### src/rtl/uart_pkg.sv
// Shared UART definitions: receive FSM states and the clocks-per-bit helper,
// reused by both the RX and TX paths.
package uart_pkg;

  typedef enum logic [1:0] {
    IDLE,
    START,
    DATA,
    STOP
  } uart_rx_state_e;

  localparam int unsigned UartDataBits = 8;

  function automatic int unsigned clks_per_bit(input int unsigned clock_hz,
                                               input int unsigned baud);
    return clock_hz / baud;
  endfunction

endpackage

### src/rtl/uart_byte_fifo.sv
// Synchronous FIFO with occupancy count. A push while full is accepted only
// when a pop happens in the same cycle; the head reads as zero when empty.
module uart_byte_fifo #(
  parameter int unsigned Width = 8,
  parameter int unsigned Depth = 8,
  localparam int unsigned PtrW   = $clog2(Depth),
  localparam int unsigned LevelW = $clog2(Depth + 1)
) (
  input  logic              clk_i,
  input  logic              rst_ni,
  input  logic              push_i,
  input  logic [Width-1:0]  wdata_i,
  input  logic              pop_i,
  output logic [Width-1:0]  rdata_o,
  output logic              full_o,
  output logic              empty_o,
  output logic [LevelW-1:0] level_o
);

  logic [Width-1:0]  mem_q [Depth];
  logic [PtrW-1:0]   wptr_q, rptr_q;
  logic [LevelW-1:0] count_q, count_d;
  logic              push_ok, pop_ok;

  assign empty_o = (count_q == '0);
  assign full_o  = (count_q == LevelW'(Depth));
  assign pop_ok  = pop_i && !empty_o;
  assign push_ok = push_i && (!full_o || pop_ok);

  always_comb begin
    count_d = count_q;
    case ({push_ok, pop_ok})
      2'b10:   count_d = count_q + 1'b1;
      2'b01:   count_d = count_q - 1'b1;
      default: count_d = count_q;
    endcase
  end

  always_ff @(posedge clk_i or negedge rst_ni) begin
    if (!rst_ni) begin
      wptr_q  <= '0;
      rptr_q  <= '0;
      count_q <= '0;
    end else begin
      count_q <= count_d;
      if (push_ok) wptr_q <= wptr_q + 1'b1;
      if (pop_ok)  rptr_q <= rptr_q + 1'b1;
    end
  end

  // Storage needs no reset: the head is masked while the FIFO is empty.
  always_ff @(posedge clk_i) begin
    if (push_ok) mem_q[wptr_q] <= wdata_i;
  end

  assign rdata_o = empty_o ? '0 : mem_q[rptr_q];
  assign level_o = count_q;

endmodule

### src/rtl/uart_rx_buffered.sv
// UART receive path: synchronises the line, decodes 8N1 frames at a fixed
// clocks-per-bit ratio and buffers bytes behind a valid/ready pop port.
module uart_rx_buffered
  import uart_pkg::*;
#(
  parameter int unsigned ClockFrequency = 125_000_000,
  parameter int unsigned BaudRate       = 15_625_000,
  parameter int unsigned FifoDepth      = 8,
  localparam int unsigned LevelW        = $clog2(FifoDepth + 1)
) (
  input  logic              clk_i,
  input  logic              rst_ni,
  input  logic              rx_i,
  output logic [7:0]        rdata_o,
  output logic              rvalid_o,
  input  logic              rready_i,
  output logic [LevelW-1:0] level_o,
  output logic              overflow_o,
  output logic              frame_err_o,
  input  logic              clr_err_i,
  output logic              irq_o
);

  localparam int unsigned ClksPerBit = clks_per_bit(ClockFrequency, BaudRate);
  localparam int unsigned CntW       = $clog2(ClksPerBit);
  localparam logic [CntW-1:0] CntFull = CntW'(ClksPerBit - 1);
  localparam logic [CntW-1:0] CntHalf = CntW'(ClksPerBit / 2 - 1);

  if (ClksPerBit < 4 || (ClksPerBit % 2) != 0 || (ClockFrequency % BaudRate) != 0)
  begin : g_bad_baud
    $error("ClockFrequency/BaudRate must be an even integer >= 4");
  end
  if (FifoDepth < 2 || (FifoDepth & (FifoDepth - 1)) != 0) begin : g_bad_depth
    $error("FifoDepth must be a power of two >= 2");
  end

  logic [1:0]            rx_sync_q;
  logic                  rx_prev_q;
  logic                  rx_s, rx_fall;
  uart_rx_state_e        state_q, state_d;
  logic [CntW-1:0]       cnt_q, cnt_d;
  logic [2:0]            idx_q, idx_d;
  logic [UartDataBits-1:0] sr_q, sr_d;
  logic                  push, ferr_set, ovf_set, pop;
  logic                  overflow_q, overflow_d, frame_err_q, frame_err_d;
  logic                  fifo_full, fifo_empty;

  assign rx_s    = rx_sync_q[1];
  assign rx_fall = rx_prev_q && !rx_s;

  // Synchroniser and edge detector reset high so reset never looks like a start bit.
  always_ff @(posedge clk_i or negedge rst_ni) begin
    if (!rst_ni) begin
      rx_sync_q <= 2'b11;
      rx_prev_q <= 1'b1;
    end else begin
      rx_sync_q <= {rx_sync_q[0], rx_i};
      rx_prev_q <= rx_s;
    end
  end

  always_comb begin
    state_d  = state_q;
    cnt_d    = cnt_q;
    idx_d    = idx_q;
    sr_d     = sr_q;
    push     = 1'b0;
    ferr_set = 1'b0;
    unique case (state_q)
      IDLE: begin
        if (rx_fall) begin
          state_d = START;
          cnt_d   = CntHalf;
        end
      end
      START: begin
        if (cnt_q != '0) begin
          cnt_d = cnt_q - 1'b1;
        end else if (!rx_s) begin
          state_d = DATA;
          cnt_d   = CntFull;
          idx_d   = '0;
        end else begin
          state_d = IDLE;
        end
      end
      DATA: begin
        if (cnt_q != '0) begin
          cnt_d = cnt_q - 1'b1;
        end else begin
          sr_d  = {rx_s, sr_q[7:1]};
          cnt_d = CntFull;
          if (idx_q == 3'd7) state_d = STOP;
          else               idx_d   = idx_q + 1'b1;
        end
      end
      STOP: begin
        if (cnt_q != '0) begin
          cnt_d = cnt_q - 1'b1;
        end else begin
          push     = rx_s;
          ferr_set = !rx_s;
          state_d  = IDLE;
        end
      end
      default: state_d = IDLE;
    endcase
  end

  always_ff @(posedge clk_i or negedge rst_ni) begin
    if (!rst_ni) begin
      state_q <= IDLE;
      cnt_q   <= '0;
      idx_q   <= '0;
      sr_q    <= '0;
    end else begin
      state_q <= state_d;
      cnt_q   <= cnt_d;
      idx_q   <= idx_d;
      sr_q    <= sr_d;
    end
  end

  assign pop     = rvalid_o && rready_i;
  assign ovf_set = push && fifo_full && !pop;

  // A set in the same cycle as a clear wins.
  always_comb begin
    overflow_d  = overflow_q;
    frame_err_d = frame_err_q;
    if (clr_err_i) begin
      overflow_d  = 1'b0;
      frame_err_d = 1'b0;
    end
    if (ovf_set)  overflow_d  = 1'b1;
    if (ferr_set) frame_err_d = 1'b1;
  end

  always_ff @(posedge clk_i or negedge rst_ni) begin
    if (!rst_ni) begin
      overflow_q  <= 1'b0;
      frame_err_q <= 1'b0;
    end else begin
      overflow_q  <= overflow_d;
      frame_err_q <= frame_err_d;
    end
  end

  uart_byte_fifo #(
    .Width (UartDataBits),
    .Depth (FifoDepth)
  ) u_fifo (
    .clk_i   (clk_i),
    .rst_ni  (rst_ni),
    .push_i  (push),
    .wdata_i (sr_q),
    .pop_i   (rready_i),
    .rdata_o (rdata_o),
    .full_o  (fifo_full),
    .empty_o (fifo_empty),
    .level_o (level_o)
  );

  assign rvalid_o    = !fifo_empty;
  assign irq_o       = rvalid_o;
  assign overflow_o  = overflow_q;
  assign frame_err_o = frame_err_q;

endmodule
### config.mk
export PLATFORM = sky130hd
export DESIGN_NAME = uart_rx_buffered
export DESIGN_NICKNAME = d
export VERILOG_FILES = /design/src/rtl/uart_pkg.sv /design/src/rtl/uart_byte_fifo.sv /design/src/rtl/uart_rx_buffered.sv
export SDC_FILE = /design/constraint.sdc
export NUM_CORES = 1
export LEC_CHECK = 0
export BUFFER_PORTS_ARGS = -buffer_cell sky130_fd_sc_hd__buf_4
export CAP_MARGIN = 30
export CORE_ASPECT_RATIO = 0.7
export CORE_MARGIN = 2
export CORE_UTILIZATION = 60
export DETAILED_ROUTE_END_ITERATION = 10
export PLACE_DENSITY = 0.78
export SLEW_MARGIN = 20
export SYNTH_ARGS = -nofsm -noshare
export SYNTH_HDL_FRONTEND = slang
export SYNTH_HIERARCHICAL = 1
export SYNTH_SLANG_ARGS = --single-unit
export TNS_END_PERCENT = 20
### constraint.sdc
create_clock -name clk_i -period 3.4 [get_ports clk_i]
set_input_delay 0.51 -clock clk_i [delete_from_list [all_inputs] [get_ports clk_i]]
set_output_delay 0.51 -clock clk_i [all_outputs]
set_load 0.05 [all_outputs]
## Yosys cells after proc, flatten, opt, wreduce, memory -nomap -nowiden

Memories as Yosys holds them, arrays and structs flattened.
Cells that the tools add are included.

- Register bits: 31
- Bits in latches: 0
- Bits in writable memories: 64
- Bits in read-only memories: 0
- Input bits: 5
- Output and inout bits: 16
- Logic and storage cells: 85
- Memories kept: 1

Memory list:

| memory | words | width | rd ports | clocked after Yosys merged registers in | wr ports | RTL line | source |
|---|---|---|---|---|---|---|---|
| u_fifo.mem_q | 8 | 8 | 1 | 0 | 1 | uart_byte_fifo.sv:20 | `logic [Width-1:0] mem_q [Depth];` |

- Add/subtract/negate cells: 6
- Multiply operators: 0
- Divide/modulo/power cells: 0
- Magnitude comparators: 0
- Equality and inequality tests: 16
- Shift-type cells: 0
- Muxes and demuxes: 29
- Bitwise logic cells: 1
- Reductions and logical operators: 21

Operators with widths:

| cell | count |
|---|---|
| two-way mux 3 bit | 9 |
| != test 2 bit (second input constant) | 8 |
| two-way mux 2 bit | 6 |
| case mux 3 bit (4 select lines) | 1 |
| AND reduction 5 bit | 2 |
| adder 3 x 1 -> 3 bit (second input constant) | 3 |
| two-way mux 1 bit | 9 |
| two-way mux 8 bit | 1 |
| case mux 2 bit (4 select lines) | 1 |
| case mux 4 bit (2 select lines) | 1 |
| nonzero test 2 bit | 4 |
| == test 2 bit (second input constant) | 3 |
| case mux 3 bit (2 select lines) | 1 |
| logical AND 1 bit | 5 |
| adder 4 x 1 -> 4 bit (second input constant) | 1 |
| == test 2 x 1 -> 1 bit (second input constant) | 2 |
| == test 4 bit (second input constant) | 1 |
| zero test 1 bit | 4 |
| zero test 4 bit | 1 |
| subtractor 4 x 1 -> 4 bit (second input constant) | 1 |
| == test 3 bit (second input constant) | 1 |
| != test 3 bit (second input constant) | 1 |
| AND reduction 3 bit | 1 |
| nonzero test 3 bit | 1 |
| other kinds (5) | 5 |

## Logic depth before layout (Yosys ltp)

Gate-level depths: netlist (run 1).

- Word-level depth: 7
- Depth in mapped cells: 13
- Gate-level depth less buffers: 13

## Cells and area by module

Netlist (run 1), hierarchy kept.

Modules (own cells, without submodules):

| module | instances | cells an instance | area each (µm²) | sequential area each (µm²) |
|---|---|---|---|---|
| uart_byte_fifo | 1 | 166 | 3079.2 | 2172.1 |
| uart_rx_buffered | 1 | 91 | 1052.3 | 529.3 |

## Worst setup path before layout (run 1)

OpenSTA, ideal clock, no wires.

- Path type: register to register
- From: register cnt_q[0]
- To: register u_fifo.count_q[3] (netlist: u_fifo/level_o[3])
- Data arrival time: 2676 ps
- Required time: 3241 ps
- Path slack: 565 ps
- Stages on the path, launching flop included: 14
- Path through: dfrtp_1 -> inv_1 -> ha_1 -> nor2b_1 -> nand2_1 -> nor2_1 -> inv_1 -> nand2b_1 -> inv_1 -> ha_1 -> a211oi_1 -> or3_1 -> o211ai_1 -> o221ai_1

- Cells in the longest elaborated chain, start to end: 6
- Elaborated cells between the ends (all ways): 8
- Those cells by class: 2 x eq/ne; 3 x mux; 3 x reduce/logical

Ends and longest elaborated chain:

| item | RTL line | source |
|---|---|---|
| from (decl) | uart_rx_buffered.sv:41 | `logic [CntW-1:0] cnt_q, cnt_d;` |
| from (signal assigned) | uart_rx_buffered.sv:118 | `cnt_q <= cnt_d;` |
| nonzero test 3 bit (*) | uart_rx_buffered.sv:98 | `if (cnt_q != '0) begin` |
| two-way mux 1 bit (*) | uart_rx_buffered.sv:98 |  |
| two-way mux 1 bit (*) | uart_rx_buffered.sv:69 | `unique case (state_q)` |
| via push | uart_rx_buffered.sv:44 | `logic push, ferr_set, ovf_set, pop;` |
| logical AND 1 bit (*) | uart_byte_fifo.sv:28 | `assign push_ok = push_i && (!full_o \|\| pop_ok);` |
| == test 2 x 1 -> 1 bit / == test 2 bit (equally long branches) | uart_byte_fifo.sv:32 | `case ({push_ok, pop_ok})` |
| case mux 4 bit (2 select lines) / nonzero test 2 bit (equally long branches) | - |  |
| to (signal assigned) | uart_byte_fifo.sv:45 | `count_q <= count_d;` |
| to (decl) | uart_byte_fifo.sv:22 | `logic [LevelW-1:0] count_q, count_d;` |

Mark *: on every way through the listed nets, which the timed path passes. The rest lies on a longest branch.
A chain may end at the register's enable or synchronous reset.

## Worst setup path in the final report (run 1)

Same ends and word-level chain as after synthesis.

==> metrics.md, run 1 <==
| Metric | Value |
|---|---|
| Run status | completed |
| # port buffers | 20 |
| Die width | 103 um |
| Sw frac | 0.388 |
| Ys async rst share | 0.326 |
| CTS H-tree depth | 3 |
| Clock Tree Buf Depth | 2 |
| CTS clock-pin slew for the worst setup and hold paths | about 90 ps |
| Syn avg cell area | around 16 um2 |
| Num rows | 25 |
| Worst R2R Start | cnt_q[0] |
| Hold Violations, Final | 0 |
| Crit path to | u_fifo/level_o[3] |
| Initial Utilization | 0.617 |
| Post-DP Area | between 4000 and 5000 um2 |
| Clk_lat worst skew | ~360 ps |
| Antenna-violating nets left | 0 |
| Maximum vdd drop | 0.737 mV |
| Num CTS Buffers | 9 |
| Core Region | ~6700 um2 |
| Drt total wl | 7.19 mm |
| Area of the multi-input gates | 1330 um2 |
| Crit Path Category | register to register |
| HP Class | primary input to async pin |
| Worst reg2reg path endpoint | u_fifo/level_o[3] |
| P&R area growth vs syn | 12.5% |
| CTS sink cnt | 95 |
| Clock share of power | 0.201 |
| Ant diodes | 0 |
| Post-placement cell count | about 370 |
| Worst-Margin Slew | between 700 and 800 ps |
| DR vias/cell | ~5.7 |
| Max_cap viols | 0 |
| Final hold slack | approximately 70 ps |
| Final net count | 310 |
| Static leakage | around 1.8 nW |
| Setup ws final | between 300 and 400 ps |
| Synthesized cell area | about 4100 um2 |
| RSZ-0062 raised after global routing | false |
| Gr usage total | 0.217 |
| Worst setup path start | cnt_q[0] |
| Largest net degree at the start of global routing | 32 |
| FF+latch count, synth | 95 |
| Comb pwr share | 0.401 |
| Prevailing post-synth register cell | edfxtp_1 |
| Share of layout cells above drive strength 1 | 0.277 |
| Commonest cells after routing, fill and taps aside | edfxtp_1, buf_4, dfrtp_1, nor2_1, mux4_2 |
| Flop2flop setup slack | between 300 and 400 ps |
| Final Skew | approximately 6.6 ps |
| Setup TNS Final | 0 ps |
| Sequential-to-total area share from yosys stat | 0.654 |
| # IOs | 21 |
| Total power density per cell area | about 830 nW/um2 |
| Ys Warns | 6 |
| Slew Viols, Final | 0 |
| Drt drc | 0 |
| CTS tree | done |
| Pre-CTS WS | 497 ps |
| Placer Congestion | 0.820 |
| Final worst path period need | roughly 3000 ps |
| Die area | between 7000 and 8000 um2 |
| Final std cells w/o fill | 390 |
| WP data arrival | between 3000 and 4000 ps |
| Sequential power share | 0.398 |
| Fin crit share | 0.891 |
| Post-layout util | 0.694 |
| GRT overflow | 0 |
| Netlist cell types | 47 |
| Setup-failing EPs final | 0 |
| Final instance area | approximately 4600 um2 |
| Post-synth EDFFs | 64 |
| FF+latch area | between 2000 and 3000 um2 |
| Iter 0 DRT Violations | approximately 110 |
| Initial antenna violation count | 0 |
| P_int | 2.35 mW |
| CP endpoint kind | register |
| Setup Fix Bufs, Post-CTS | 0 |
| Crit start category | register |
| Syn Inst Count | approximately 260 |
| WP data required | roughly 3700 ps |
| Hold_buf cts | 0 |
| Worst-path maximum fanout | 7 |
| CTS Root Cell | clkbuf_8 |
| First-pass GRT wire length | approximately 12 mm |
| Die Y | 73.4 um |
| Vias in the first global route | ~2200 |
| DR vias | around 2200 |
| Drt pass-1 iters | 4 |
| R2R depth | 14 |
| Post-CTS sizing | 0 |
| Hpwl dp | 4.69 mm |
| Filler cells | ~450 |
| Commonest non-fill, non-tap cell in the layout | edfxtp_1 |
| Sw Pwr | 1.49 mW |
| Wire length per cell | around 18 um |
| Total power | 3.84 mW |
| Fmax | approximately 330 MHz |
| Worst rel slew slack | 0.481 |
| Syn nets | roughly 280 |
[per-layer routing]
layer / GRT usage / vias up / share of wire
met5: 0 / - / 0
met4: 0.0658 / 0 / 0.0089
met3: 0.0657 / 6 / 0.040
met2: 0.357 / 47 / 0.50
met1: 0.282 / 1123 / 0.45
li1: - / 1036 / -
[flip-flops by register name (all words and copies together), names as in the netlist, named ones only]
signal,cells
u_fifo/level_o,4
u_fifo/wptr_q,3
rx_prev_q,1
u_fifo/mem_q,64
overflow_o,1
u_fifo/rptr_q,3
idx_q,3
state_q,1
cnt_q,3
rx_sync_q,2
frame_err_o,1
sr_q,8
[cell type report]
| type | instances | area share |
|---|---|---|
| Clock buffer | 10 | 0.0296 |
| Clock inverter | 6 | 0.0164 |
| Inverter | 15 | 0.0121 |
| Multi-Input combinational cell | 139 | 0.285 |
| Sequential cell | 95 | 0.581 |
| Tap cell | 94 | 0.0253 |
| Timing Repair Buffer | 31 | 0.0501 |
[power by group through the flow]
stage | sequential, mW | combinational (mW) | clock (mW)
after floorplan | 1.54 | 1.18 | 0
after global placement | 1.55 | 1.51 | 0
after detailed placement | 1.56 | 1.54 | 0
after CTS | 1.53 | 1.55 | 0.790
after global routing | 1.55 | 1.67 | 0.831
final | 1.53 | 1.54 | 0.771
[critical path: stages, from the launching register on]
cell and delay, ps:
dfrtp_1 400, inv_1 90, ha_1 310, nor2b_1 280, nand2_1 130, nor2_1 130, buf_4 180, inv_1 80
nand2b_1 120, inv_1 80, ha_1 270, a211oi_1 380, o2111ai_1 210, o21a_1 150, o221ai_1 150
[cell usage after synthesis (2+ instances only)]
library cell	n	area share
dfstp_2	3	0.019
ha_1	13	0.039
mux4_2	16	0.087
o21ai_0	6	0.0073
nand2_1	11	0.010
a2bb2oi_1	2	0.0042
buf_2	2	0.0024
mux2i_1	11	0.027
buf_4	2	0.0036
mux2_2	9	0.025
nor2_1	22	0.020
or3_1	2	0.0030
o211ai_1	2	0.0036
a211oi_1	2	0.0036
edfxtp_1	64	0.47
o2bb2ai_1	2	0.0042
xor2_1	3	0.0064
a21oi_1	4	0.0048
dfrtp_1	28	0.17
nor3_1	2	0.0024
xnor2_1	4	0.0085
inv_1	15	0.014
nor2b_1	4	0.0061
nand2b_1	5	0.0076
[worst min path at each step]
stage            startpoint      endpoint  slack [ps]
6_report             rst_ni       sr_q[5]          70
5_1_grt              rst_ni       sr_q[3]          90
4_1_cts              rst_ni       sr_q[5]          70
3_5_place_dp   rx_sync_q[0]  rx_sync_q[1]         350
3_3_place_gp   rx_sync_q[0]  rx_sync_q[1]         350
2_1_floorplan        rst_ni     async pin         210
[kinds of logic after synthesis]
kind of cell / Yosys count / synth area share
buffers and inverters: 23 / 0.0254
flip-flops: 95 / 0.654
adder cells (fa/ha/maj): 14 / 0.0442
multiplexers: 38 / 0.145
AO/OA/AOI/OAI: 31 / 0.0612
AND/OR/NAND/NOR: 49 / 0.0557
XOR/XNOR: 7 / 0.0148
(Power assumes the default switching activity.)
==> run 2, diff against run 1 <==
--- a/config.mk
+++ b/config.mk
@@ -9,9 +9,8 @@
 export CAP_MARGIN = 30
 export CORE_ASPECT_RATIO = 0.7
 export CORE_MARGIN = 2
-export CORE_UTILIZATION = 60
+export CORE_UTILIZATION = 46
 export DETAILED_ROUTE_END_ITERATION = 10
-export PLACE_DENSITY = 0.78
 export SLEW_MARGIN = 20
 export SYNTH_ARGS = -nofsm -noshare
 export SYNTH_HDL_FRONTEND = slang
==> constraint.sdc (replaced) <==
create_clock -name clk_i -period 2.89 [get_ports clk_i]
set_input_delay 0.4335 -clock clk_i [delete_from_list [all_inputs] [get_ports clk_i]]
set_output_delay 0.4335 -clock clk_i [all_outputs]
set_load 0.05 [all_outputs]
==> run 2 against run 1 <==
Net effect: first-iteration DRC count rose by 51%; non-clock buffer count increased by 7; combinational power up 21%; register-to-register slack lost 50 ps; wire length rose by 0.68%; power rose by 25%; sequential cell count did not move; final cell count up 8.5%; largest power group unchanged.
==> metrics.md, run 2 (same netlist as run 1, synthesis figures left out) <==
| Metric | Value |
|---|---|
| P&R area growth vs syn | 16.3% (was 12.5%) |
| GRT overflow | 0 (unchanged) |
| Worst-path maximum fanout | 3 (was 7) |
| Crit start category | register (unchanged) |
| Vias in the first global route | 2112 (was 2211) |
| Hold Violations, Final | 0 (unchanged) |
| Max reg flops | 64 (unchanged) |
| First-pass GRT wire length | 11.7 mm (was 11.5 mm) |
| Final worst path period need | 2570 ps (was 3030 ps) |
| Maximum vdd drop | 0.330 mV (was 0.737 mV) |
| Clock Tree Buf Depth | 2 (unchanged) |
| CP most frequent cell | inv_1 (unchanged) |
| CP top delay family | simple AND/OR/NAND/NOR gates (was compound AO/OA/AOI/OAI gates) |
| Hold_buf cts | 0 (unchanged) |
| WP data arrival | 2780 ps (was 3300 ps) |
| DR vias/cell | 5.21 (was 5.67) |
| Setup TNS Final | 0 ps (unchanged) |
| Setup Fix Bufs, Post-CTS | 0 (unchanged) |
| Largest register by flop count | u_fifo/mem_q (unchanged) |
| Slew Viols, Final | 0 (unchanged) |
| Final Skew | 6.51 ps (was 6.63 ps) |
| Pre-CTS WS | 322 ps (was 497 ps) |
| CTS tree | done (unchanged) |
| Post-CTS sizing | 0 (unchanged) |
| Fmax | 389 MHz (was 330 MHz) |
| Critical-path cell list | inv_1, ha_1, nor2b_1, nand2_1, nor2_1, inv_1, nand2b_1, inv_1, ha_1, a211oi_1, or3_1, o21a_1, o221ai_1 (was inv_1, ha_1, nor2b_1, nand2_1, nor2_1, buf_4, inv_1, nand2b_1, inv_1, ha_1, a211oi_1, o2111ai_1, o21a_1, o221ai_1) |
| Max stage delay on crit path | 390 ps (was 400 ps) |
| Clk_lat worst skew | 340 ps (was 360 ps) |
| # port buffers | 20 (unchanged) |
| WP data required | 3100 ps (was 3670 ps) |
| Num rows | 28 (was 25) |
| Wire length per cell | 17.1 um (was 18.4 um) |
| Commonest cells after routing, fill and taps aside | edfxtp_1, buf_4, dfrtp_1, nor2_1, mux4_2 (unchanged) |
| Crit-path slowest cell | dfrtp_1 (unchanged) |
| Fin crit share | 0.890 (was 0.891) |
| CTS clock-pin slew for the worst setup and hold paths | 60 ps (was 90 ps) |
| Iter 0 DRT Violations | 160 (was 106) |
| Antenna-violating nets left | 0 (unchanged) |
| Drt pass-1 iters | 5 (was 4) |
| DR vias | 2204 (was 2212) |
| Share of layout cells above drive strength 1 | 0.284 (was 0.277) |
| Worst rel slew slack | 0.594 (was 0.481) |
| Core Region | 8580 um2 (was 6690 um2) |
| Num CTS Buffers | 9 (unchanged) |
| Drt total wl | 7.24 mm (was 7.19 mm) |
| Gr usage total | 0.163 (was 0.217) |
| Setup ws final | 318 ps (was 371 ps) |
| Die Y | 83.3 um (was 73.4 um) |
| Initial antenna violation count | 0 (unchanged) |
| CP endpoint kind | register (unchanged) |
| Largest net degree at the start of global routing | 32 (unchanged) |
| Run status | completed (unchanged) |
| Max_cap viols | 0 (unchanged) |
| CTS H-tree depth | 3 (unchanged) |
| CTS sink cnt | 95 (unchanged) |
| Filler cells | 670 (was 451) |
| Drt drc | 0 (unchanged) |
| Initial Utilization | 0.481 (was 0.617) |
| Die width | 117 um (was 103 um) |
| Setup-failing EPs final | 0 (unchanged) |
| Final net count | 317 (was 310) |
| Commonest non-fill, non-tap cell in the layout | edfxtp_1 (unchanged) |
| Die area | 9770 um2 (was 7580 um2) |
| Worst-Margin Slew | 609 ps (was 778 ps) |
| Hpwl dp | 5.00 mm (was 4.69 mm) |
| Placer Congestion | 0.794 (was 0.820) |
| Total power density per cell area | 997 nW/um2 (was 826 nW/um2) |
| Ant diodes | 0 (unchanged) |
| CP Buf/Inv Count | 3 (was 4) |
| HP Class | primary input to async pin (unchanged) |
| Final hold slack | 22.1 ps (was 68.0 ps) |
| Crit Path Category | register to register (unchanged) |
| # IOs | 21 (unchanged) |
| CTS Root Cell | clkbuf_16 (was clkbuf_8) |
| Static leakage | 1.88 nW (was 1.80 nW) |
| RSZ-0062 raised after global routing | false (unchanged) |
## run 2: cell types whose count changed in the layout (fill, tap and decap cells not counted)
cell        change
clkinv_1        +2
buf_4           +7
clkinvlp_4      -1
clkbuf_16       +9
clkinv_2        +1
clkbuf_8       -10
inv_8           -2
clkbuf_1        +1
## run 2: path summary, 6_finish.rpt
| path | endpoint | cells after the start | slack [ps] | start |
|---|---|---|---|---|
| max | u_fifo/level_o[3] | 13 | 320 | cnt_q[0] |
| min | u_fifo/level_o[1] | 1 | 20 | rst_ni |
| max reg2reg | u_fifo/level_o[3] | 13 | 320 | cnt_q[0] |
| min reg2reg | rx_sync_q[1] | 0 | 370 | rx_sync_q[0] |
| max in group asynchronous | rx_sync_q[1] | 1 | 2520 | rst_ni |
| min in group clk_i | rx_sync_q[0] | 1 | 210 | rx_i |
## run 2: cell type report
type / count / area (um2) / area share
multi-input combinational: 139 / 1330 / 0.276
clock inverter: 6 / 58.8 / 0.0122
inverter: 15 / 56.3 / 0.0117
sequential: 95 / 2700 / 0.562
clock buffer: 10 / 229 / 0.0476
timing repair buffer: 38 / 285 / 0.0594
tap: 120 / 150 / 0.0312
## run 2: metal layers
layer  vias to the layer above  global-route usage  wire length [um]  part of all wire
li1                       1053                   -                 -                 -
met1                      1101               0.250              3670              0.51
met2                        45               0.219              3200              0.44
met3                         5              0.0526               309             0.043
met4                         0              0.0513                68            0.0094
met5                         -                   0                 0                 0
## run 2: stage by stage
stage | utilization | cells | area, um2 | power (mW)
2_1_floorplan | - | 257 | 4130 | 3.20
3_3_place_gp | 0.526 | 407 | 4520 | 3.67
3_5_place_dp | 0.526 | 407 | 4520 | 3.69
4_1_cts | 0.560 | 423 | 4810 | 4.84
5_1_grt | 0.560 | 423 | 4810 | 5.07
6_report | 0.560 | 423 | 4810 | 4.79
## run 2: power by group
| part | total, mW | switching [mW] | internal (mW) |
|---|---|---|---|
| sequential | 1.78 | 0.193 | 1.59 |
| combinational | 1.87 | 1.11 | 0.759 |
| clock | 1.14 | 0.472 | 0.666 |
| total | 4.79 | 1.78 | 3.01 |
